===== src/rtl/avg_share_scheduler.sv =====
`timescale 1ns / 1ps
// Round-robin owner of the shared averager: grants one enabled source a full burst,
// then stores the averaged result in that source's holding register.
module avg_share_scheduler #(
    parameter int unsigned NUM_CH   = 4,
    parameter int unsigned DATA_W   = 8,
    parameter int unsigned RES_W    = 12,
    parameter int unsigned LOG2_AVG = 4,
    parameter int unsigned TIMEOUT  = 255
) (
    input  logic                     clk,
    input  logic                     rst_n,
    input  logic [NUM_CH-1:0]        ch_enable,
    input  logic [NUM_CH-1:0]        src_valid,
    input  logic [NUM_CH*DATA_W-1:0] src_data,
    output logic [NUM_CH-1:0]        src_ready,
    output logic                     avg_clear,
    output logic                     avg_in_valid,
    output logic [DATA_W-1:0]        avg_in_data,
    input  logic                     avg_in_ready,
    input  logic                     avg_out_valid,
    input  logic [RES_W-1:0]         avg_out_data,
    output logic [NUM_CH*RES_W-1:0]  ch_result,
    output logic [NUM_CH-1:0]        ch_result_valid,
    output logic [NUM_CH-1:0]        ch_update,
    output logic [1:0]               active_ch,
    output logic                     busy,
    output logic                     timeout_err
);

    localparam int unsigned CNT_W = LOG2_AVG + 1;
    localparam int unsigned WD_W  = $clog2(TIMEOUT + 1);
    localparam logic [CNT_W-1:0] BurstLen  = CNT_W'(1 << LOG2_AVG);
    localparam logic [CNT_W-1:0] BurstLast = CNT_W'((1 << LOG2_AVG) - 1);
    localparam logic [WD_W-1:0]  WdLast    = WD_W'(TIMEOUT - 1);

    typedef enum logic [1:0] {StIdle, StFlush, StStream, StWaitRes} state_e;

    state_e                    state_q, state_d;
    logic [1:0]                owner_q, owner_d;
    logic [1:0]                last_grant_q, last_grant_d;
    logic [CNT_W-1:0]          cnt_q, cnt_d;
    logic [WD_W-1:0]           wdog_q, wdog_d;
    logic [NUM_CH*RES_W-1:0]   ch_result_q, ch_result_d;
    logic [NUM_CH-1:0]         ch_result_valid_q, ch_result_valid_d;
    logic [NUM_CH-1:0]         ch_update_q, ch_update_d;
    logic                      timeout_err_q, timeout_err_d;

    logic                      found;
    logic [1:0]                cand;
    int unsigned               idx;
    logic                      xfer;

    always_comb begin
        state_d           = state_q;
        owner_d           = owner_q;
        last_grant_d      = last_grant_q;
        cnt_d             = cnt_q;
        wdog_d            = wdog_q;
        ch_result_d       = ch_result_q;
        ch_result_valid_d = ch_result_valid_q;
        ch_update_d       = '0;
        timeout_err_d     = 1'b0;
        src_ready         = '0;
        avg_clear         = 1'b0;
        avg_in_valid      = 1'b0;
        avg_in_data       = '0;
        found             = 1'b0;
        cand              = '0;
        idx               = 0;
        xfer              = 1'b0;

        case (state_q)
            StIdle: begin
                // Search starts just past the last owner so every source gets a turn.
                for (int unsigned i = 1; i <= NUM_CH; i++) begin
                    idx = (int'(last_grant_q) + i) % NUM_CH;
                    if (!found && ch_enable[idx]) begin
                        found = 1'b1;
                        cand  = idx[1:0];
                    end
                end
                if (found) begin
                    owner_d = cand;
                    state_d = StFlush;
                end
            end
            StFlush: begin
                avg_clear = 1'b1;
                cnt_d     = '0;
                wdog_d    = '0;
                if (!ch_enable[owner_q]) begin
                    last_grant_d = owner_q;
                    state_d      = StIdle;
                end else begin
                    state_d = StStream;
                end
            end
            StStream: begin
                avg_in_valid       = src_valid[owner_q];
                avg_in_data        = src_data[owner_q*DATA_W +: DATA_W];
                src_ready[owner_q] = avg_in_ready;
                xfer               = src_valid[owner_q] & avg_in_ready;
                if (!ch_enable[owner_q]) begin
                    last_grant_d = owner_q;
                    state_d      = StIdle;
                end else if (xfer) begin
                    cnt_d  = (cnt_q == BurstLen) ? cnt_q : cnt_q + 1'b1;
                    wdog_d = '0;
                    if (cnt_q == BurstLast) state_d = StWaitRes;
                end else if (wdog_q == WdLast) begin
                    timeout_err_d = 1'b1;
                    last_grant_d  = owner_q;
                    state_d       = StIdle;
                end else begin
                    wdog_d = wdog_q + 1'b1;
                end
            end
            StWaitRes: begin
                // Abort beats a result strobe; a result strobe beats the watchdog.
                if (!ch_enable[owner_q]) begin
                    last_grant_d = owner_q;
                    state_d      = StIdle;
                end else if (avg_out_valid) begin
                    ch_result_d[owner_q*RES_W +: RES_W] = avg_out_data;
                    ch_result_valid_d[owner_q]          = 1'b1;
                    ch_update_d[owner_q]                = 1'b1;
                    last_grant_d                        = owner_q;
                    state_d                             = StIdle;
                end else if (wdog_q == WdLast) begin
                    timeout_err_d = 1'b1;
                    last_grant_d  = owner_q;
                    state_d       = StIdle;
                end else begin
                    wdog_d = wdog_q + 1'b1;
                end
            end
            default: state_d = StIdle;
        endcase
    end

    always_ff @(posedge clk or negedge rst_n) begin
        if (!rst_n) begin
            state_q           <= StIdle;
            owner_q           <= '0;
            last_grant_q      <= 2'(NUM_CH - 1);
            cnt_q             <= '0;
            wdog_q            <= '0;
            ch_result_q       <= '0;
            ch_result_valid_q <= '0;
            ch_update_q       <= '0;
            timeout_err_q     <= 1'b0;
        end else begin
            state_q           <= state_d;
            owner_q           <= owner_d;
            last_grant_q      <= last_grant_d;
            cnt_q             <= cnt_d;
            wdog_q            <= wdog_d;
            ch_result_q       <= ch_result_d;
            ch_result_valid_q <= ch_result_valid_d;
            ch_update_q       <= ch_update_d;
            timeout_err_q     <= timeout_err_d;
        end
    end

    assign ch_result       = ch_result_q;
    assign ch_result_valid = ch_result_valid_q;
    assign ch_update       = ch_update_q;
    assign timeout_err     = timeout_err_q;
    assign active_ch       = owner_q;
    assign busy            = (state_q != StIdle);

endmodule


===== config.mk =====
export PLATFORM = sky130hd
export DESIGN_NAME = avg_share_scheduler
export DESIGN_NICKNAME = d
export VERILOG_FILES = /design/src/rtl/avg_share_scheduler.sv
export SDC_FILE = /design/constraint.sdc
export NUM_CORES = 1
export LEC_CHECK = 0
export CORE_MARGIN = 4
export CORE_UTILIZATION = 50
export DETAILED_ROUTE_END_ITERATION = 7
export PLACE_DENSITY_LB_ADDON = 0.3
export SLEW_MARGIN = 20
export SYNTH_ARGS = -nofsm -noshare
export SYNTH_HDL_FRONTEND = slang
export SYNTH_SLANG_ARGS = --single-unit

===== constraint.sdc =====
create_clock -name clk -period 5.7 [get_ports clk]
set_input_delay 0.57 -clock clk [delete_from_list [all_inputs] [get_ports clk]]
set_output_delay 0.57 -clock clk [all_outputs]
set_load 0.05 [all_outputs]

# After elaboration in Yosys (flattened, before gate mapping)
# Index checks and enable logic that the tools add are counted.
[word_totals]
register_bits = 76
input_bits = 56
out_inout_bits = 74
[op_classes]
addsub = 7
mul = 1
order_cmp = 6
n_eq_ne = 15
shifts = 3
n_mux = 66
bitwise_logic = 3
reduce_logical = 17
[op_table]
columns = ["cell", "count"]
rows = [
  ["bitwise mux 48 bit", 1],
  ["two-way mux 8 bit", 6],
  ["variable shift 12 x 34 -> 48 bit, first input constant", 1],
  ["indexed part select 12 x 34 -> 48 bit", 1],
  ["two-way mux 2 bit", 18],
  ["negation 6 -> 34 bit", 1],
  ["indexed part select 32 x 6 -> 8 bit", 1],
  ["case mux 8 bit (3 select lines)", 1],
  ["two-way mux 1 bit", 22],
  ["two-way mux 4 bit", 4],
  ["less-than comparator 2 x 3 -> 1 bit, second input constant", 5],
  ["two-way mux 5 bit", 3],
  ["inequality test 2 bit, second input constant", 7],
  ["binary-select mux 1 bit (select 2 bit)", 6],
  ["case mux 5 bit (2 select lines)", 1],
  ["adder 8 x 1 -> 8 bit, second input constant", 1],
  ["equality test 8 bit, second input constant", 1],
  ["case mux 2 bit (4 select lines)", 1],
  ["AND reduction 4 bit", 2],
  ["case mux 2 bit (3 select lines)", 1],
  ["AND reduction 3 bit", 2],
  ["adder 5 x 1 -> 5 bit, second input constant", 1],
  ["equality test 5 x 4 -> 1 bit, second input constant", 1],
  ["equality test 5 bit, second input constant", 1],
  ["19 further kinds", 29],
]

# Longest topological paths before layout
# Gate-level depths: netlist of the first run.
[logic_depth]
word_depth = 19
depth_mapped = 9
depth_no_buf = 7

# Worst setup path before layout of the first run
# OpenSTA, ideal clock, no wires.
[synth_path]
path_type = "register to output"
from = "reg owner_q[1] (netlist: active_ch[1])"
to = "out src_ready[0]"
t_arrival_ns = 2.291
t_required_ns = 5.130
slack_ns = 2.839
path_stages_with_launch = 7
n_path_buf = 3
path_cell_list = "dfrtp_1 buf_1 inv_1 ha_1 clkbuf_1 clkbuf_1 and3_1"
[synth_between]
elab_chain_len = 6
elab_cells_between_ends = 7
classes_between = "order compare (2); mux (3); bitwise (1); reduce/logical (1)"
[synth_lines]
columns = ["item", "line", "rtl"]
rows = [
  ["start: declaration", "40", "logic [1:0] owner_q, owner_d;"],
  ["start signal: assignment", "155", "owner_q <= owner_d;"],
  ["less-than comparator 2 x 3 -> 1 bit (not written as such) or >= comparator 2 x 1 -> 1 bit (tied branches)", "102", "src_ready[owner_q] = avg_in_ready;"],
  ["logical AND 1 bit (not written as such)", "102", ""],
  ["two-way mux 1 bit (not written as such)", "102", ""],
  ["demux 1 bit (select 2 bit) (*)", "102", ""],
  ["bitwise AND 4 bit (no line) (*)", "-", ""],
  ["two-way mux 4 bit (*)", "73", "case (state_q)"],
  ["end: declaration", "16", "output logic [NUM_CH-1:0] src_ready,"],
]
# Mark *: on every way between the ends. The rest lies on a longest branch, timed or not.

# Final worst setup path of the first run
[layout_path]
from = "reg owner_q[0] (netlist: active_ch[0])"
to = "out src_ready[0]"
# The elaborated chain is that of the path after synthesis.

==> results.yml, run 1 <==
status:
  status: "completed"
place:
  place_hpwl_um: 8090
  place_area_sq_um: 5340
  place_congestion: 0.883
  portBuffers: 129
synthesis:
  yosysUniqueCellTypes: 42
  ys_seq_elements: 76
  postSynthAreaPerCell_sq_um: 9.51
  synth_largest_area_cell: "dfrtp_1"
  yosysSeqAreaShare_pct: 47.4
  syn-cell-area_sq_um: 4020
  netlist_instances: 422
  syn_nets: 491
  synthTopCellsByArea: "dfrtp_1, nand2_1, o21ai_0"
  synth_top_area_share_pct: 46.1
  yosys_warnings: 0
timing:
  drv_slew: 0
  final-setup-viol-count: 0
  setup_tns_ns: 0
  worst_pin_slew_ns: 0.935
  finClkSkew_ns: 0.00809
  max_freq_mhz: 282
  fin_crit_sh_pct: 62.1
  max_slew_margin_pct: 37.7
  fin_crit_ns: 3.54
  rsz0062_at_grt: "false"
  hold_viol: 0
critical_path:
  required_ns: 5.13
  max_stage_delay_ns: 0.80
  critPathCaptureType: "output port"
  cpMaxStageDelayCell: "clkdlybuf4s50_1"
  cp-start-kind: "flop"
  critPathMaxFanout: 32
  crit_type: "reg2out"
  worstPathCellList: "buf_4 > inv_1 > ha_1 > and3_1 > clkdlybuf4s50_1"
  critical_path_arrival_ns: 2.97
power_and_ir_drop:
  ir_worst_vdd_uv: 219
  p_leak_nw: 2.36
  power.density_nw_per_um2: 514
cts:
  postCtsSetupBuffers: 0
  clk_pin_slew_ns: 0.09
  cts.root.buffer_cell: "clkbuf_8"
  ctsResizeCount: 0
  cts_sinks: 76
  hold_buffers: 0
  cts_tree: "done"
  h-tree-depth: 3
  numCtsBuffers: 9
  cts_buffer_depth: 2
  insertion_delay_ns: 0.37
final_layout:
  mostFrequentLayoutCell: "clkdlybuf4s50_1"
  layout-drive-gt1-share_pct: 7.13
  finalNetCount: 611
  final_cell_mix: "clkdlybuf4s50_1, nand2_1, dfrtp_1"
  fin_area_sq_um: 5530
  insertedDiodeCount: 0
  area_delta_synth_final_pct: 37.7
floorplan:
  rows: 32
  dieHeight_um: 97.6
  core_area_sq_um: 7770
  start_util_pct: 51.7
  dieArea_sq_um: 9530
  pin_count: 130
  die_w_um: 97.6
grt:
  grt_max_degree: 77
  grt_pass1_vias: 3517
  antenna_found_initial: 0
  grt_overflow: 0
  grtUsageTotal_pct: 22.2
  grt_pass1_wl_um: 17100
flow_run:
  cap_violations: 0
detailed_routing:
  drcViolationCount: 0
  vias: 3622
  detail-route-antenna-nets: 0
  viasPerCell: 5.58
  drtIter0Drc: 148
  detail_route.first_pass.iterations: 5
  wl_per_cell_um: 16.1
  wl_um: 10500
worst_hold_path:
  hp-class: "in2async"
## sequential cells by signal, indices dropped and copies added, names as in the netlist
register and flops:
cnt_q 5, timeout_err 1, wdog_q 8, active_ch 2, last_grant_q 2, ch_update 4, ch_result 48, state_q 2
ch_result_valid 4
## routing by layer
| layer | part of all wire, % | vias up | GRT usage (%) |
|---|---|---|---|
| li1 | - | 1739 | - |
| met1 | 41 | 1687 | 27.7 |
| met2 | 47 | 171 | 34.9 |
| met3 | 9.6 | 25 | 8.18 |
| met4 | 2.3 | 0 | 8.84 |
| met5 | 0 | - | 0 |
## critical path: cells and delay by family, from the launching register on
| family | cells | cell delay [ns] |
|---|---|---|
| buffers and inverters | 3 | 1.29 |
| flip-flops | 1 | 0.37 |
| adder cells (fa/ha/maj) | 1 | 0.68 |
| AND/OR/NAND/NOR | 1 | 0.27 |
## cells in the mapped netlist, drive strengths merged
library cell	number
a21o	1
a21oi	14
a22o	2
a22oi	7
a2bb2oi	1
a31oi	1
and2	14
and3	13
buf	10
clkbuf	12
clkinv	1
dfrtp	74
dfstp	2
ha	13
inv	15
mux2	2
mux2i	5
mux4	10
nand2	88
nand2b	5
nand3	19
nand3b	2
nand4	2
nor2	14
nor2b	4
nor4	6
nor4b	1
o211ai	1
o21ai	42
o221a	1
o22ai	1
o31ai	19
o41ai	5
or2	6
or3	2
or3b	1
or4	6
## logic make-up (layout without fill, tap and decap cells)
kind of cell	after synthesis	after routing	synth area share, %
AO/OA/AOI/OAI	95	95	14.6
adder cells (fa/ha/maj)	13	13	4.05
flip-flops	76	76	47.4
multiplexers	17	17	7.51
AND/OR/NAND/NOR	183	183	22.3
buffers and inverters	38	163	4.14
## area by class of cell
type	count	area [sq um]
Tap cell	102	128
Timing Repair Buffer	131	1300
Clock inverter	7	68.8
Multi-Input combinational cell	308	1940
Clock buffer	9	124
Inverter	16	60.1
Sequential cell	76	1900
Fill cell	599	2240
## power breakdown
part	internal, mW	switching (mW)	leakage (nW)	total, mW
sequential	0.683	0.114	1.03	0.797
combinational	0.566	1.08	1.23	1.65
clock	0.171	0.230	0.0997	0.401
## worst paths after layout
kind / slack [ns] / cells after the start / to / start
hold / removal: 0.41 / 2 / ch_result[34] / rst_n
setup / recovery: 2.16 / 5 / src_ready[0] / active_ch[0]
min in group clk: 0.47 / 1 / ch_result_valid[1] / ch_result_valid[1]
setup reg to reg: 2.92 / 7 / ch_result[22] / active_ch[1]
hold reg to reg: 0.47 / 1 / ch_result_valid[1] / ch_result_valid[1]
max in group asynchronous: 4.67 / 2 / wdog_q[6] / rst_n
## per-stage QoR
step           worst slack, ns  utilization [%]  power, mW  cells  hold WS [ns]
6_report                  2.16             71.2       2.84    649         0.412
5_1_grt                   1.99             71.2       3.01    649         0.497
4_1_cts                   2.18             71.2       2.85    649         0.456
3_5_place_dp              2.57             68.7       2.45    633         0.461
3_3_place_gp              2.62             68.7       2.42    633         0.454
2_1_floorplan             2.84                -       1.94    422         0.274
No activity file was read; power rests on OpenSTA's default activity.
==> run 2: changes to the inputs <==
--- a/config.mk
+++ b/config.mk
@@ -6,7 +6,7 @@
 export NUM_CORES = 1
 export LEC_CHECK = 0
 export CORE_MARGIN = 4
-export CORE_UTILIZATION = 50
+export CORE_UTILIZATION = 47
 export DETAILED_ROUTE_END_ITERATION = 7
 export PLACE_DENSITY_LB_ADDON = 0.3
 export SLEW_MARGIN = 20
==> constraint.sdc (replaced) <==
create_clock -name clk -period 3.4 [get_ports clk]
set_input_delay 0.34 -clock clk [delete_from_list [all_inputs] [get_ports clk]]
set_output_delay 0.34 -clock clk [all_outputs]
set_load 0.05 [all_outputs]
==> run 2 against run 1 <==
Non-clock buffer count is 2 higher. Worst setup slack worse by 1.7 ns. Die area is 5.9% higher. Sequential power is 69% higher. Combinational power is 68% higher. Largest cell class unchanged. Critical endpoint is now avg_in_valid. First-iteration DRC count is 82% higher. Critical path depth is 1 lower. Final cell count is 0.77% higher. Final area is 1.3% higher.
==> results.yml, run 2 (synthesis gave the netlist of run 1 again) <==
status:
  status: "completed"
final_layout:
  insertedDiodeCount: 0
  final_cell_mix: "clkdlybuf4s50_1, nand2_1, dfrtp_1"
  multi_input_area_sq_um: 1940
  largest_reg_flops: 48
  finalNetCount: 613
  fillers: 688
  fin_area_sq_um: 5600
  layout-drive-gt1-share_pct: 7.65
  area_delta_synth_final_pct: 39.5
  final-seq-area_sq_um: 1900
  mostFrequentLayoutCell: "clkdlybuf4s50_1"
timing:
  rsz0062_at_grt: "false"
  final-setup-viol-count: 0
  fin_crit_ns: 2.92
  hold_viol: 0
  finClkSkew_ns: 0.0103
  whs_ns: 0.184
  max_freq_mhz: 343
  max_slew_margin_pct: 37.1
  drv_slew: 0
  fin_crit_sh_pct: 85.8
  worst_pin_slew_ns: 0.944
  setup_tns_ns: 0
cts:
  cts_buffer_depth: 2
  postCtsSetupBuffers: 0
  numCtsBuffers: 9
  cts_sinks: 76
  cts_tree: "done"
  insertion_delay_ns: 0.35
  ctsResizeCount: 0
  hold_buffers: 0
  clk_pin_slew_ns: 0.08
  cts.root.buffer_cell: "clkbuf_8"
  h-tree-depth: 3
detailed_routing:
  wl_um: 10700
  detail-route-antenna-nets: 0
  wl_per_cell_um: 16.3
  viasPerCell: 5.60
  vias: 3662
  drtIter0Drc: 270
  detail_route.first_pass.iterations: 5
  drcViolationCount: 0
worst_hold_path:
  hp-class: "in2async"
critical_path:
  max_stage_delay_ns: 0.70
  reg2reg_to: "ch_result[9]"
  critical_path_arrival_ns: 2.58
  crit_path_start: "active_ch[0]"
  rrSetupSlack_ns: 0.59
  worstReg2RegStart: "active_ch[1]"
  cp-start-kind: "flop"
  required_ns: 3.06
  r2r_cells: 6
  worstPathCellList: "buf_4 > mux4_2 > and2_1 > clkdlybuf4s50_1"
  critPathMaxFanout: 31
  critPathCaptureType: "output port"
  cpMaxStageDelayCell: "clkdlybuf4s50_1"
  crit_type: "reg2out"
place:
  place_congestion: 0.862
  place_area_sq_um: 5350
  place_hpwl_um: 8030
  portBuffers: 129
grt:
  grtUsageTotal_pct: 21.9
  antenna_found_initial: 0
  grt_pass1_wl_um: 17500
  grt_overflow: 0
  grt_pass1_vias: 3505
  grt_max_degree: 77
flow_run:
  cap_violations: 0
power_and_ir_drop:
  power.density_nw_per_um2: 886
  ir_worst_vdd_uv: 394
  p_total_mw: 4.96
  p_leak_nw: 2.39
floorplan:
  dieHeight_um: 100
  dieArea_sq_um: 10100
  die_w_um: 100
  pin_count: 130
  core_area_sq_um: 8260
  rows: 33
  start_util_pct: 48.6
-- run 2: routing by layer --
layer	up-vias	share of wire, %	global-route usage, %
met3	22	8.9	4.86
met5	-	0	0
met4	0	2.0	7.25
met1	1706	41	29.2
met2	187	48	35.5
li1	1747	-	-
-- run 2: area by class of cell --
type,count,area share [%]
clock buffer,9,2.21
clock inverter,7,2.21
multi-input combinational,308,34.7
inverter,16,1.07
sequential,76,34.0
timing repair buffer,133,23.5
tap,105,2.35
-- run 2: worst max path at each step --
stage | end | slack [ns] | cells past startpoint
floorplan | src_ready[0] | 0.77 | 6
global placement | ch_result[31] | 0.83 | 3
detailed placement | ch_result[3] | 0.64 | 6
CTS | avg_in_valid | 0.47 | 4
global route | ch_result[9] | 0.25 | 6
finish | avg_in_valid | 0.48 | 4
-- run 2: stage by stage --
stage | util [%] | setup slack, ns | std cells
floorplan | - | 0.769 | 422
finish | 67.8 | 0.483 | 654
global route | 67.8 | 0.248 | 654
global placement | 64.8 | 0.831 | 638
detailed placement | 64.8 | 0.637 | 638
CTS | 67.8 | 0.474 | 654
-- run 2: critical path, delay by kind of cell, from the launching register on --
| family | cells | cell delay, ns |
|---|---|---|
| buf+inv | 2 | 1.06 |
| simple gates | 1 | 0.19 |
| flops | 1 | 0.35 |
| mux | 1 | 0.62 |
-- run 2: power by group --
group | internal (mW) | leakage (nW) | switching [mW]
combinational | 0.957 | 1.24 | 1.81
clock | 0.492 | 0.120 | 0.349
sequential | 1.15 | 1.03 | 0.205
total | 2.59 | 2.39 | 2.37
